<file path="src/rtl/mem_arb.sv">
// mem_arb: two-requester memory arbiter (IFU + LSU -> one memory port).
//
// Each requester has a pending flag and a set of capture registers. A request
// is latched only while its requester is not already pending or in flight, so
// a held level never issues twice. One transaction is in flight at a time.
// When both requesters are pending, the LSU is served first.
//
// Ports
//   clock, reset_n        : rising-edge clock, async active-low reset
//   ifu_reqValid/addr     : IFU read request (pulse or level)
//   ifu_respValid/rdata   : IFU response (combinational from memory response)
//   lsu_reqValid/addr/wen/wdata/wmask : LSU load/store request
//   lsu_respValid/rdata   : LSU response (pulses for stores as well)
//   mem_req*/addr/wen/wdata/wmask     : registered memory request, valid/ready
//   mem_respValid/rdata   : memory response strobe and read data
//   mem_err               : watchdog timeout pulse
//
// Optional feature: define MEM_ARB_TIMEOUT_EN to enable a watchdog that
// aborts a transaction after TIMEOUT_CYCLES cycles in REQ+WAIT. Without it
// mem_err is tied 0 and the arbiter waits indefinitely.
module mem_arb #(
  parameter int ADDR_W         = 32,
  parameter int DATA_W         = 32,
  parameter int TIMEOUT_CYCLES = 255
) (
  input  logic                clock,
  input  logic                reset_n,
  input  logic                ifu_reqValid,
  input  logic [ADDR_W-1:0]   ifu_addr,
  output logic                ifu_respValid,
  output logic [DATA_W-1:0]   ifu_rdata,
  input  logic                lsu_reqValid,
  input  logic [ADDR_W-1:0]   lsu_addr,
  input  logic                lsu_wen,
  input  logic [DATA_W-1:0]   lsu_wdata,
  input  logic [DATA_W/8-1:0] lsu_wmask,
  output logic                lsu_respValid,
  output logic [DATA_W-1:0]   lsu_rdata,
  output logic                mem_reqValid,
  input  logic                mem_reqReady,
  output logic [ADDR_W-1:0]   mem_addr,
  output logic                mem_wen,
  output logic [DATA_W-1:0]   mem_wdata,
  output logic [DATA_W/8-1:0] mem_wmask,
  input  logic                mem_respValid,
  input  logic [DATA_W-1:0]   mem_rdata,
  output logic                mem_err
);
  localparam int MW = DATA_W / 8;

  localparam logic [1:0] S_IDLE = 2'd0;
  localparam logic [1:0] S_REQ  = 2'd1;
  localparam logic [1:0] S_WAIT = 2'd2;

  // The watchdog counter is limited to 16 bits.
  if (TIMEOUT_CYCLES < 1 || TIMEOUT_CYCLES > 65535) begin : g_bad_timeout
    $error("mem_arb: TIMEOUT_CYCLES must be in 1..65535");
  end

  logic [1:0]        state;
  logic              owner;      // 1 = LSU owns the current transaction
  logic              ifu_pend;   // pending or in flight
  logic              lsu_pend;
  logic [ADDR_W-1:0] ifu_cap_addr;
  logic [ADDR_W-1:0] lsu_cap_addr;
  logic              lsu_cap_wen;
  logic [DATA_W-1:0] lsu_cap_wdata;
  logic [MW-1:0]     lsu_cap_wmask;

  logic ifu_take, lsu_take;
  logic resp_hit;
  logic tmo_fire;   // watchdog expires this cycle
  logic tmo_resp;   // timeout response cycle (arbiter back in IDLE)

  assign ifu_take = ifu_reqValid && !ifu_pend;
  assign lsu_take = lsu_reqValid && !lsu_pend;
  assign resp_hit = (state == S_WAIT) && mem_respValid;

`ifdef MEM_ARB_TIMEOUT_EN
  localparam int CLOG  = $clog2(TIMEOUT_CYCLES + 1);
  localparam int CNT_W = (CLOG < 8) ? 8 : ((CLOG > 16) ? 16 : CLOG);

  logic [CNT_W-1:0] tmo_cnt;

  // A real response arriving on the last allowed cycle takes precedence.
  assign tmo_fire = (state != S_IDLE) && !resp_hit &&
                    (tmo_cnt == CNT_W'(TIMEOUT_CYCLES - 1));
  assign tmo_resp = mem_err;

  always_ff @(posedge clock or negedge reset_n) begin
    if (!reset_n) begin
      tmo_cnt <= '0;
      mem_err <= 1'b0;
    end else begin
      mem_err <= tmo_fire;
      if (state == S_IDLE) tmo_cnt <= '0;
      else                 tmo_cnt <= tmo_cnt + 1'b1;
    end
  end
`else
  assign tmo_fire = 1'b0;
  assign tmo_resp = 1'b0;
  assign mem_err  = 1'b0;
`endif

  // Response routing: memory data passes straight through; a timeout answers
  // with zero data during the IDLE cycle that follows the abort.
  assign ifu_respValid = (resp_hit || tmo_resp) && !owner;
  assign lsu_respValid = (resp_hit || tmo_resp) &&  owner;
  assign ifu_rdata     = (resp_hit && !owner) ? mem_rdata : '0;
  assign lsu_rdata     = (resp_hit &&  owner) ? mem_rdata : '0;

  always_ff @(posedge clock or negedge reset_n) begin
    if (!reset_n) begin
      state         <= S_IDLE;
      owner         <= 1'b0;
      ifu_pend      <= 1'b0;
      lsu_pend      <= 1'b0;
      ifu_cap_addr  <= '0;
      lsu_cap_addr  <= '0;
      lsu_cap_wen   <= 1'b0;
      lsu_cap_wdata <= '0;
      lsu_cap_wmask <= '0;
      mem_reqValid  <= 1'b0;
      mem_addr      <= '0;
      mem_wen       <= 1'b0;
      mem_wdata     <= '0;
      mem_wmask     <= '0;
    end else begin
      if (ifu_take) begin
        ifu_pend     <= 1'b1;
        ifu_cap_addr <= ifu_addr;
      end
      if (lsu_take) begin
        lsu_pend      <= 1'b1;
        lsu_cap_addr  <= lsu_addr;
        lsu_cap_wen   <= lsu_wen;
        lsu_cap_wdata <= lsu_wdata;
        lsu_cap_wmask <= lsu_wmask;
      end

      case (state)
        S_IDLE: begin
          if (tmo_resp) begin
            // Timeout response cycle: release the owner, no new grant yet.
            if (owner) lsu_pend <= 1'b0;
            else       ifu_pend <= 1'b0;
          end else if (lsu_pend || lsu_take) begin
            // Payload comes from the capture registers, or from the ports
            // when the request is being captured in this same cycle.
            owner        <= 1'b1;
            state        <= S_REQ;
            mem_reqValid <= 1'b1;
            mem_addr     <= lsu_pend ? lsu_cap_addr  : lsu_addr;
            mem_wen      <= lsu_pend ? lsu_cap_wen   : lsu_wen;
            mem_wdata    <= lsu_pend ? lsu_cap_wdata : lsu_wdata;
            mem_wmask    <= lsu_pend ? lsu_cap_wmask : lsu_wmask;
          end else if (ifu_pend || ifu_take) begin
            owner        <= 1'b0;
            state        <= S_REQ;
            mem_reqValid <= 1'b1;
            mem_addr     <= ifu_pend ? ifu_cap_addr : ifu_addr;
            mem_wen      <= 1'b0;
            mem_wdata    <= '0;
            mem_wmask    <= '0;
          end
        end
        S_REQ: begin
          if (tmo_fire) begin
            state        <= S_IDLE;
            mem_reqValid <= 1'b0;
          end else if (mem_reqReady) begin
            state        <= S_WAIT;
            mem_reqValid <= 1'b0;
          end
        end
        S_WAIT: begin
          if (resp_hit) begin
            state <= S_IDLE;
            if (owner) lsu_pend <= 1'b0;
            else       ifu_pend <= 1'b0;
          end else if (tmo_fire) begin
            state <= S_IDLE;
          end
        end
        default: state <= S_IDLE;
      endcase
    end
  end

endmodule
</file>
<file path="config.mk">
export PLATFORM = sky130hd
export DESIGN_NAME = mem_arb
export DESIGN_NICKNAME = d
export VERILOG_FILES = /design/src/rtl/mem_arb.sv
export SDC_FILE = /design/constraint.sdc
export NUM_CORES = 1
export LEC_CHECK = 0
export CAP_MARGIN = 40
export CORE_ASPECT_RATIO = 0.9
export CORE_MARGIN = 2
export CORE_UTILIZATION = 38
export DETAILED_ROUTE_END_ITERATION = 10
export PLACE_DENSITY = 0.69
export SLEW_MARGIN = 25
export SYNTH_ARGS = -nofsm -noshare
export SYNTH_HDL_FRONTEND = slang
export SYNTH_SLANG_ARGS = --single-unit
</file>
<file path="constraint.sdc">
create_clock -name clock -period 2.3 [get_ports clock]
set_clock_uncertainty 0.2 [all_clocks]
set_input_delay 0.23 -clock clock [delete_from_list [all_inputs] [get_ports clock]]
set_output_delay 0.23 -clock clock [all_outputs]
set_load 0.01 [all_outputs]
</file>
# Word level (Yosys, flattened, before mapping)
# Cells that the tools add are included.
# totals
register_bits	176
inputBits	139
wordCells	68
output_inout_bits	137
# op_classes
mux	33
reduce_logical	16
eq_ne	5
# ops
operator	count
$mux W32	9
$mux W1	15
$mux W4	3
$mux W2	4
$pmux W2 S3	1
$reduce_and A3 Y1	2
$logic_and A1 B1 Y1	5
$ne A2 B2 Y1 const B	2
$reduce_bool A2 Y1	2
$logic_not A1 Y1	3
$ne A3 B3 Y1 const B	1
$eq A2 B1 Y1 const B	1
$eq A2 B2 Y1 const B	1
$logic_not A2 Y1	1
$logic_or A1 B1 Y1	2
$pmux W1 S2	1
$reduce_and A2 Y1	1

# Logic depth before layout (Yosys ltp)
# Gate-level depths: netlist of run 1.
# depth
depth_word	6
mapped_depth	6
mapped_depth_nobuf	3

# Worst setup path after synthesis of run 1
# No wires, ideal clock.
# synth_timing
path_kind	reg2reg
start	register state[1]
end	register mem_wdata[0]
setup_ps	125
t_arrival_ps	1365
path_buffers	2
path_slack_ps	610
required_time_ps	1975
path_stages_with_launch	6
synth_period_minus_slack_ps	1690
cell_sequence	dfrtp_1 or2_1 a21oi_1 buf_4 buf_6 mux2_4
# synth_via
elab_chain_len	2
# synth_rtl
element	line	source
start, declared	60	logic [1:0] state;
start signal, assigned	115	state <= S_IDLE;
start signal, assigned	152	state <= S_REQ;
start signal, assigned	160	state <= S_REQ;
$logic_not A2 Y1	142	case (state)
$reduce_and A2 Y1 (no source line)	--	
end signal, assigned	156	mem_wdata <= lsu_pend ? lsu_cap_wdata : lsu_wdata;
end, declared	43	output logic [DATA_W-1:0] mem_wdata,
# No other way between the ends.
# A chain may end at the register's enable or synchronous reset.

# Final worst setup path of run 1
# layout_timing
start	register state[1]
end	output port lsu_rdata[10]
# layout_via
elab_chain_len	4
# layout_rtl
element	line	source
$eq A2 B2 Y1	77	assign resp_hit = (state == S_WAIT) && mem_respValid;
$logic_and A1 B1 Y1	77	
$logic_and A1 B1 Y1	111	assign lsu_rdata = (resp_hit && owner) ? mem_rdata : '0;
$mux W32	111	
end, declared	38	output logic [DATA_W-1:0] lsu_rdata,
# No other way between the ends.

==> flow_summary.toml, run 1 <==
[place]
gp_congestion = 0.756
dp_slack_ns = -0.0343
dpl.hpwl_um = 15400
port_buffers = 274

[cells_and_area]
area_growth_syn_to_layout_pct = 42.8
nets = 1023
drive_gt1_share_pct = 31.1
fin_util_pct = 55.6
antennaDiodeCount = 0

[yosys]
ys.flop_type = "dfrtp_1"
synth.avg_cell_area_um2 = 13.9
ys_async_sr_fraction_pct = 100
ys_types = 30
synthTopCellsByCount = "dfrtp_1, mux2_2, mux2_4, and2_1, a22o_1"
netlist_top_cells_area = "dfrtp_1, mux2_2, mux2_4"
ys_warn_count = 0
netlist_instances = 611
synth_area_um2 = 8500
synth_top_area_share_pct = 51.8
yosysSeqAreaShare_pct = 51.8
synth_top_area_cell = "dfrtp_1"
synth-edff-count = 0
synth_seq_cells = 176
synth_nets = 750
yosysMostFrequentCell = "dfrtp_1"

[drt]
initialDrtViolationCount = 354
viasPerCell = 4.98
vias = 5915
drt_wl_total_um = 22300
wire_per_inst_um = 18.8
drc = 0
drtPass1Iterations = 5
final_antenna_net_count = 0

[clock_tree]
cts_made_buffers = 17
clk_pin_slew_worst_paths_ns = 0.07
cts-htree-levels = 4
clockBufferDepth = 2
ctsRootBufferMaster = "clkbuf_16"
cts_tree = "yes"
clock-sinks = 176
clk_latency_ns = 0.43

[pwr]
ir_worst_vdd_mv = 0.739
p_per_area_nw_per_um2 = 1280
p_leak_nw = 5.45
total_power_w = 0.0155

[floorplan]
core_um2 = 21800
die_h_um = 146
die_w_um = 162
io-pin-count = 276
num_rows = 51
dieArea_um2 = 23600
start_util_pct = 39.0

[sta]
layout_setup_ws_ns = 0.0688
max_freq_ghz = 0.448
finalCritPeriodShare_pct = 97.0
layout_min_cycle_time_ns = 2.23
setup_viol = 0
finalHoldViolations = 0
slew_violations = 0

[run_status]
status = "completed"

[setup_path]
cp-start-kind = "register"
crit_fanout = 17
crit_required_ns = 1.87
critPathKind = "reg2out"
worstPathArrival_ns = 1.80
worstSetupEndpointType = "output pin"

[grt]
grtUsageTotal_pct = 18.9
grt_max_degree = 63
grt_pass1_wl_um = 34700
overflow = 0
grt_antenna_before_repair = 0
grt_pass1_vias = 6059

[job]
drv_cap = 0

[hold_path]
hold_class = "in2async"
-- sequential cells by signal (all words and copies together), names as in the netlist --
signal,count
owner,1
mem_wen,1
lsu_cap_addr,32
mem_wmask,4
mem_addr,32
lsu_pend,1
lsu_cap_wmask,4
mem_wdata,32
state,2
lsu_cap_wdata,32
mem_reqValid,1
ifu_pend,1
ifu_cap_addr,32
lsu_cap_wen,1
-- final timing paths --
check	cells past startpoint	slack, ns	endpoint	start
worst max-delay path	5	0.07	lsu_rdata[10]	state[1]
worst min-delay path	2	0.06	mem_wdata[7]	reset_n
worst max register to register	5	0.32	mem_addr[29]	state[1]
worst min register to register	1	0.29	mem_reqValid	mem_reqValid
max in group asynchronous	3	1.00	ifu_pend	reset_n
min in group clock	2	0.24	state[1]	mem_respValid
-- stage by stage --
step | std cells | hold WS [ns] | cell area [µm²] | TNS, ns
after CTS | 1187 | 0.0516 | 12200 | 0
after global routing | 1188 | 0.0854 | 12100 | -0.00784
after detailed placement | 1147 | -0.0399 | 11600 | -0.0343
final | 1188 | 0.0565 | 12100 | 0
after global placement | 1147 | -0.0432 | 11600 | -0.00680
after floorplan | 611 | -0.266 | 8500 | 0
-- metal layers --
metal | vias up | wire length (µm) | global-route usage (%)
met2 | 200 | 11200 | 33.2
met4 | 0 | 277 | 5.66
met1 | 2941 | 9340 | 22.8
met3 | 18 | 1480 | 4.96
met5 | - | 0 | 0
li1 | 2756 | - | -
-- cell families after synthesis --
| kind of cell | count (synthesis) | synth area share, % |
|---|---|---|
| AND/OR/NAND/NOR | 77 | 5.84 |
| buffers and inverters | 81 | 5.20 |
| flip-flops | 176 | 51.8 |
| multiplexers | 202 | 29.2 |
| other | 1 | 0.0441 |
| AO/OA/AOI/OAI | 74 | 7.90 |
-- critical path, stage by stage, from the launching register on --
cell	delay, ns
dfrtp_1	0.43
and4b_2	0.28
buf_4	0.14
buf_12	0.14
and2_1	0.15
clkdlybuf4s15_1	0.23
-- layout by cell type, fill, tap and decap left out, types with 11 or more instances in the layout --
master,netlist,final
mux2i_1,32,32
a22o_1,37,37
clkbuf_16,0,17
inv_1,32,32
mux2_4,66,66
mux2_2,103,103
dfrtp_1,176,174
clkbuf_2,1,38
clkdlybuf4s50_1,0,207
a222oi_1,32,32
and2_1,64,64
clkdlybuf4s15_1,0,25
buf_4,13,14
buf_12,0,11
-- where the power goes --
group,internal (W),switching [W],total (W)
clock,0.00167,0.00134,0.00302
sequential,0.00466,0.000842,0.00550
combinational,0.00448,0.00252,0.00700
total,0.0108,0.00471,0.0155
-- final cells by class --
cell class                 instances  area (µm²)
tap                              291         364
sequential                       176        4410
multi-input combinational        354        3690
clock buffer                      18         439
timing repair buffer             303        2950
inverter                          32         120
fill                            1844        9680
clock inverter                    14         170
-- what timing repair did --
item,in CTS,in global routing
setup buffers,5,1
gates cloned,2,0
gates resized for setup,72,103
pin swaps,2,1
endpoints found under the setup margin,66,64
endpoints found under the hold margin,158,0
hold buffers,1,0
Note: power is estimated with default switching activity, not from simulation.
==> run 2: changes to the inputs <==
--- a/config.mk
+++ b/config.mk
@@ -5,6 +5,7 @@
 export SDC_FILE = /design/constraint.sdc
 export NUM_CORES = 1
 export LEC_CHECK = 0
+export ABC_AREA = 1
 export CAP_MARGIN = 40
 export CORE_ASPECT_RATIO = 0.9
 export CORE_MARGIN = 2
==> flow_summary.toml, run 2 <==
[hold_path]
hold_class = "in2async"

[run_status]
status = "completed"

[cells_and_area]
final.fill_count = 2147
multi_input_area_um2 = 3320
antennaDiodeCount = 0
seq_area_um2 = 4410
drive_gt1_share_pct = 6.50
mostFrequentLayoutCell = "nand2_1"
stdcell_area_um2 = 12200
area_growth_syn_to_layout_pct = 41.7
nets = 1603
fin_cells = 1774
final_cell_mix = "nand2_1, clkdlybuf4s50_1, dfrtp_1"

[place]
dpl.hpwl_um = 17400
dp.cells = 1739
port_buffers = 274
gp_congestion = 0.767
placed_cell_area_um2 = 11700

[grt]
grt_antenna_before_repair = 0
overflow = 0
grt_max_degree = 72
met3_usage_pct = 4.66
grt.met1_usage_pct = 29.6
grtUsageTotal_pct = 21.7
grt.busiest_layer = "met2"
gr-usage-met2_pct = 34.8
grt_pass1_vias = 8036
grt_pass1_wl_um = 41200

[yosys]
yosysMostFrequentCell = "nand2_1"
netlist_top_cells_area = "dfrtp_1, nand2_1, o21ai_0"
synth_top_area_share_pct = 51.0
synth_area_um2 = 8630
netlist_instances = 1209
synth_top_area_cell = "dfrtp_1"
ys_warn_count = 0
ys.flop_type = "dfrtp_1"
yosysSeqAreaShare_pct = 51.0
synthTopCellsByCount = "nand2_1, dfrtp_1, inv_1, o21ai_0, nor2_1"
synth_nets = 1348
synth_seq_cells = 176
ys_types = 18
ys_async_sr_fraction_pct = 100
synth-edff-count = 0
synth.avg_cell_area_um2 = 7.14

[pwr]
total_power_w = 0.0142
ir_worst_vdd_mv = 0.725
p_per_area_nw_per_um2 = 1160
p_leak_nw = 6.53

[setup_path]
timing.rr.end = "mem_wdata[23]"
crit_required_ns = 1.87
max_stage_delay_ns = 0.40
path_common_cell = "nor2_1"
r2r_slack_ns = 0.46
worstSetupEndpointType = "output pin"
slowest_stage = "dfrtp_1"
worstPathArrival_ns = 1.76
path_cells = "nor2_1 -> nand2_1 -> nor2_1 -> inv_1 -> buf_12 -> nor2_1 -> dlygate4sd2_1"
r2r-start = "state[0]"
cp-start-kind = "register"
cpLargestDelayFamily = "buffers and inverters"
crit_path_start = "state[0]"
crit_fanout = 32
cp_num_buf_inv = 3
critPathKind = "reg2out"
rr_worst_depth = 7

[drt]
viasPerCell = 4.63
drt_wl_total_um = 25500
drc = 0
final_antenna_net_count = 0
initialDrtViolationCount = 475
drtPass1Iterations = 4
wire_per_inst_um = 14.3
vias = 8217

[clock_tree]
cts-htree-levels = 4
clk_latency_ns = 0.43
clk_pin_slew_worst_paths_ns = 0.08
clock-sinks = 176
cts_made_buffers = 17
clockBufferDepth = 2
ctsRootBufferMaster = "clkbuf_16"
cts_tree = "yes"

[floorplan]
die_w_um = 163
dieArea_um2 = 23900
start_util_pct = 38.6
num_rows = 52
die_h_um = 147
core_um2 = 22400
io-pin-count = 276

[sta]
setup_tns_ns = 0
rsz0062_at_grt = "yes"
setup_viol = 0
max_freq_ghz = 0.457
finalCritPeriodShare_pct = 95.1
hold_slack_ns = 0.0699
layout_min_cycle_time_ns = 2.19
finalHoldViolations = 0
slew_violations = 0

[job]
drv_cap = 0
-- run 2: cell types whose count changed after synthesis, sizes merged, moves of 10 or more --
| cell | before | now |
|---|---|---|
| inv | 32 | 145 |
| mux2 | 170 | 0 |
| a222oi | 32 | 0 |
| o21ai | 3 | 140 |
| mux2i | 32 | 0 |
| buf | 35 | 45 |
| a22o | 37 | 0 |
| and2 | 64 | 0 |
| nand3 | 0 | 32 |
| nor2 | 4 | 73 |
| nand2 | 0 | 573 |
-- run 2: timing repair --
item                                    in CTS  in global routing
setup buffers                                0                  2
gates resized for setup                     64                 66
pin swaps                                    0                  0
hold buffers                                 1                  0
endpoints found under the setup margin      64                 56
hold endpoints to repair                   176                  0
-- run 2: worst reg2reg max path: cells and delay by family (launching register included) --
kind          cells  cell delay (ns)
buf+inv           3             0.71
flops             1             0.40
simple gates      4             0.48
-- run 2: layout make-up --
type | instances | share of cell area (%)
well taps | 297 | 3.04
inverters | 145 | 4.45
clock inverters | 15 | 1.63
flip-flops and latches | 176 | 36.0
multi-input cells | 820 | 27.1
clock buffers | 17 | 3.48
repair buffers | 304 | 24.2
-- run 2: power by group --
group / switching (W) / internal [W] / total [W]
logic: 0.00340 / 0.00262 / 0.00602
registers: 0.000667 / 0.00452 / 0.00518
clock network: 0.00151 / 0.00151 / 0.00302
-- run 2: worst max path at each step --
stage                    endpoint  slack [ns]  depth (start not counted)
floorplan           lsu_rdata[10]        0.61                          6
global placement    lsu_rdata[24]       0.009                          7
detailed placement  lsu_rdata[16]       -0.02                          7
CTS                 ifu_respValid        0.03                          5
global route         ifu_rdata[8]       -0.02                          8
finish              ifu_rdata[25]        0.11                          7
-- run 2: routing by layer --
layer / part of all wire (%) / wire (µm)
met5: 0 / 0
met3: 5.5 / 1390
met1: 46 / 11800
met4: 1.2 / 318
met2: 47 / 11900
-- run 2: logic make-up (layout without fill, tap and decap cells) --
kind of cell           after synthesis  in the layout  synth area share, %
buffers and inverters              213            481                 10.5
DFF                                176            176                 51.0
other                                1              1               0.0435
AOI/OAI and AO/OA                  141            141                 8.21
and+or+nand+nor                    678            678                 30.2
-- run 2: metrics by stage --
step                      util [%]  setup slack [ns]
after floorplan                  -             0.613
after global placement        52.4           0.00879
after detailed placement      52.4           -0.0152
after CTS                     54.9            0.0300
after global routing          54.6           -0.0223
final                         54.6             0.113
==> run 3: changes to the inputs <==
--- a/config.mk
+++ b/config.mk
@@ -12,7 +12,6 @@
 export CORE_UTILIZATION = 38
 export DETAILED_ROUTE_END_ITERATION = 10
 export PLACE_DENSITY = 0.69
-export SLEW_MARGIN = 25
 export SYNTH_ARGS = -nofsm -noshare
 export SYNTH_HDL_FRONTEND = slang
 export SYNTH_SLANG_ARGS = --single-unit
==> results of run 3 <==
The final DEF is identical to that of run 2; final timing and power are the same.
==> RTL change: new RTL, flow settings as in run 3 <==
Set the parameter `ADDR_W` to 28 (it was 32).
--- a/src/rtl/mem_arb.sv
+++ b/src/rtl/mem_arb.sv
@@ -19,7 +19,7 @@
 // aborts a transaction after TIMEOUT_CYCLES cycles in REQ+WAIT. Without it
 // mem_err is tied 0 and the arbiter waits indefinitely.
 module mem_arb #(
-  parameter int ADDR_W         = 32,
+  parameter int ADDR_W         = 28,
   parameter int DATA_W         = 32,
   parameter int TIMEOUT_CYCLES = 255
 ) (
Interface: changed (resized ifu_addr, lsu_addr and mem_addr); port bits go from 276 to 264. No check against the original RTL was run, so the function may have changed too.
==> RTL change against run 3 <==
Sequential cell count fell by 12; first-iteration DRC count fell by 4.8%; global-route usage up 0.097 points; routed wire length is 5.2% lower; via count fell by 4.8%; synthesized area is 6.7% lower; setup slack got worse by 0.045 ns; final area down 5.8%; power down 6.1%; largest power group unchanged.
==> RTL change: results (changes against run 3) <==
outcome: "completed"  # unchanged
nFillCells: 1993  # was 2147
critPathCapture: "lsu_rdata[23]"  # was ifu_rdata[25]
worst-r2r-setup-slack_ns: 0.53  # was 0.46 ns
grtUsageMet2: 0.369  # was 0.348
finalNetCount: 1516  # was 1603
drive_above_1_share: 0.0758  # was 0.0650
cp_slowest_stage_delay_ns: 0.42  # was 0.40 ns
synthCells: 1143  # was 1209
dp.cells: 1650  # was 1739
total_area_of_multi_input_combinational_cells_um2: 3180  # was 3320 µm²
yosys-top-cells-area: "dfrtp_1 51%, nand2_1 27%, o21ai_0 7.0%, inv_1 5.5%, nor2_1 3.3%"  # was dfrtp_1 51%, nand2_1 25%, o21ai_0 7.5%, inv_1 6.1%, nor2_1 3.1%
wl_mm: 24.1  # was 25.5 mm
synth_sequential_area_ratio: 0.510  # about the same
whs_ns: 0.143  # was 0.0699 ns
average_vias_per_placed_instance: 4.65  # was 4.63
drt_pre_antenna_iters: 5  # was 4
grtUsageTotal: 0.217  # about the same
io_buffers: 262  # was 274
wire_length_of_the_first_global_routing_pass_mm: 38.0  # was 41.2 mm
dr.first_iter.drc_count: 452  # was 475
globalRouteMet3Util: 0.0509  # was 0.0466
peak_supply_drop_v: 0.000654  # was 0.000725 V
met2RoutedLength_mm: 11.5  # was 11.9 mm
synth_nets: 1274  # was 1348
crit_arrival_ns: 1.80  # was 1.76 ns
cellLeakagePower_uw: 0.00619  # was 0.00653 µW
wl_on_met1_mm: 10.7  # was 11.8 mm
finalCritPeriodShare: 0.970  # was 0.951
synth_compound_area_frac: 0.0718  # was 0.0821
crit-reg2reg-launch: "lsu_pend"  # was state[0]
## RTL change: changes by cell type after synthesis, sizes merged
cell | run 3 | this run
dfrtp | 176 | 164
buf | 45 | 47
inv | 145 | 119
nand3 | 32 | 28
o21ai | 140 | 114
nand2 | 573 | 575
clkbuf | 23 | 21
## RTL change: where the power goes
| group | switching (µW) | leakage (µW) | internal, µW |
|---|---|---|---|
| Combinational | 3090 | 0.00384 | 2400 |
| Clock | 1290 | 0.000296 | 1740 |
| Sequential | 643 | 0.00205 | 4190 |
| Total | 5020 | 0.00619 | 8330 |
## RTL change: layout make-up
type	count	share of cell area
Timing Repair Buffer	291	0.244
Tap cell	286	0.0311
Sequential cell	164	0.356
Inverter	119	0.0388
Multi-Input combinational cell	792	0.276
Clock buffer	17	0.0369
Clock inverter	15	0.0169
## RTL change: timing repair
item,in CTS,in global routing
buffers inserted,0,1
endpoints found under the hold margin,54,0
pin swaps,0,2
hold buffers,1,0
gates cloned,0,0
setup endpoints to repair,66,64
gates resized for setup,67,91
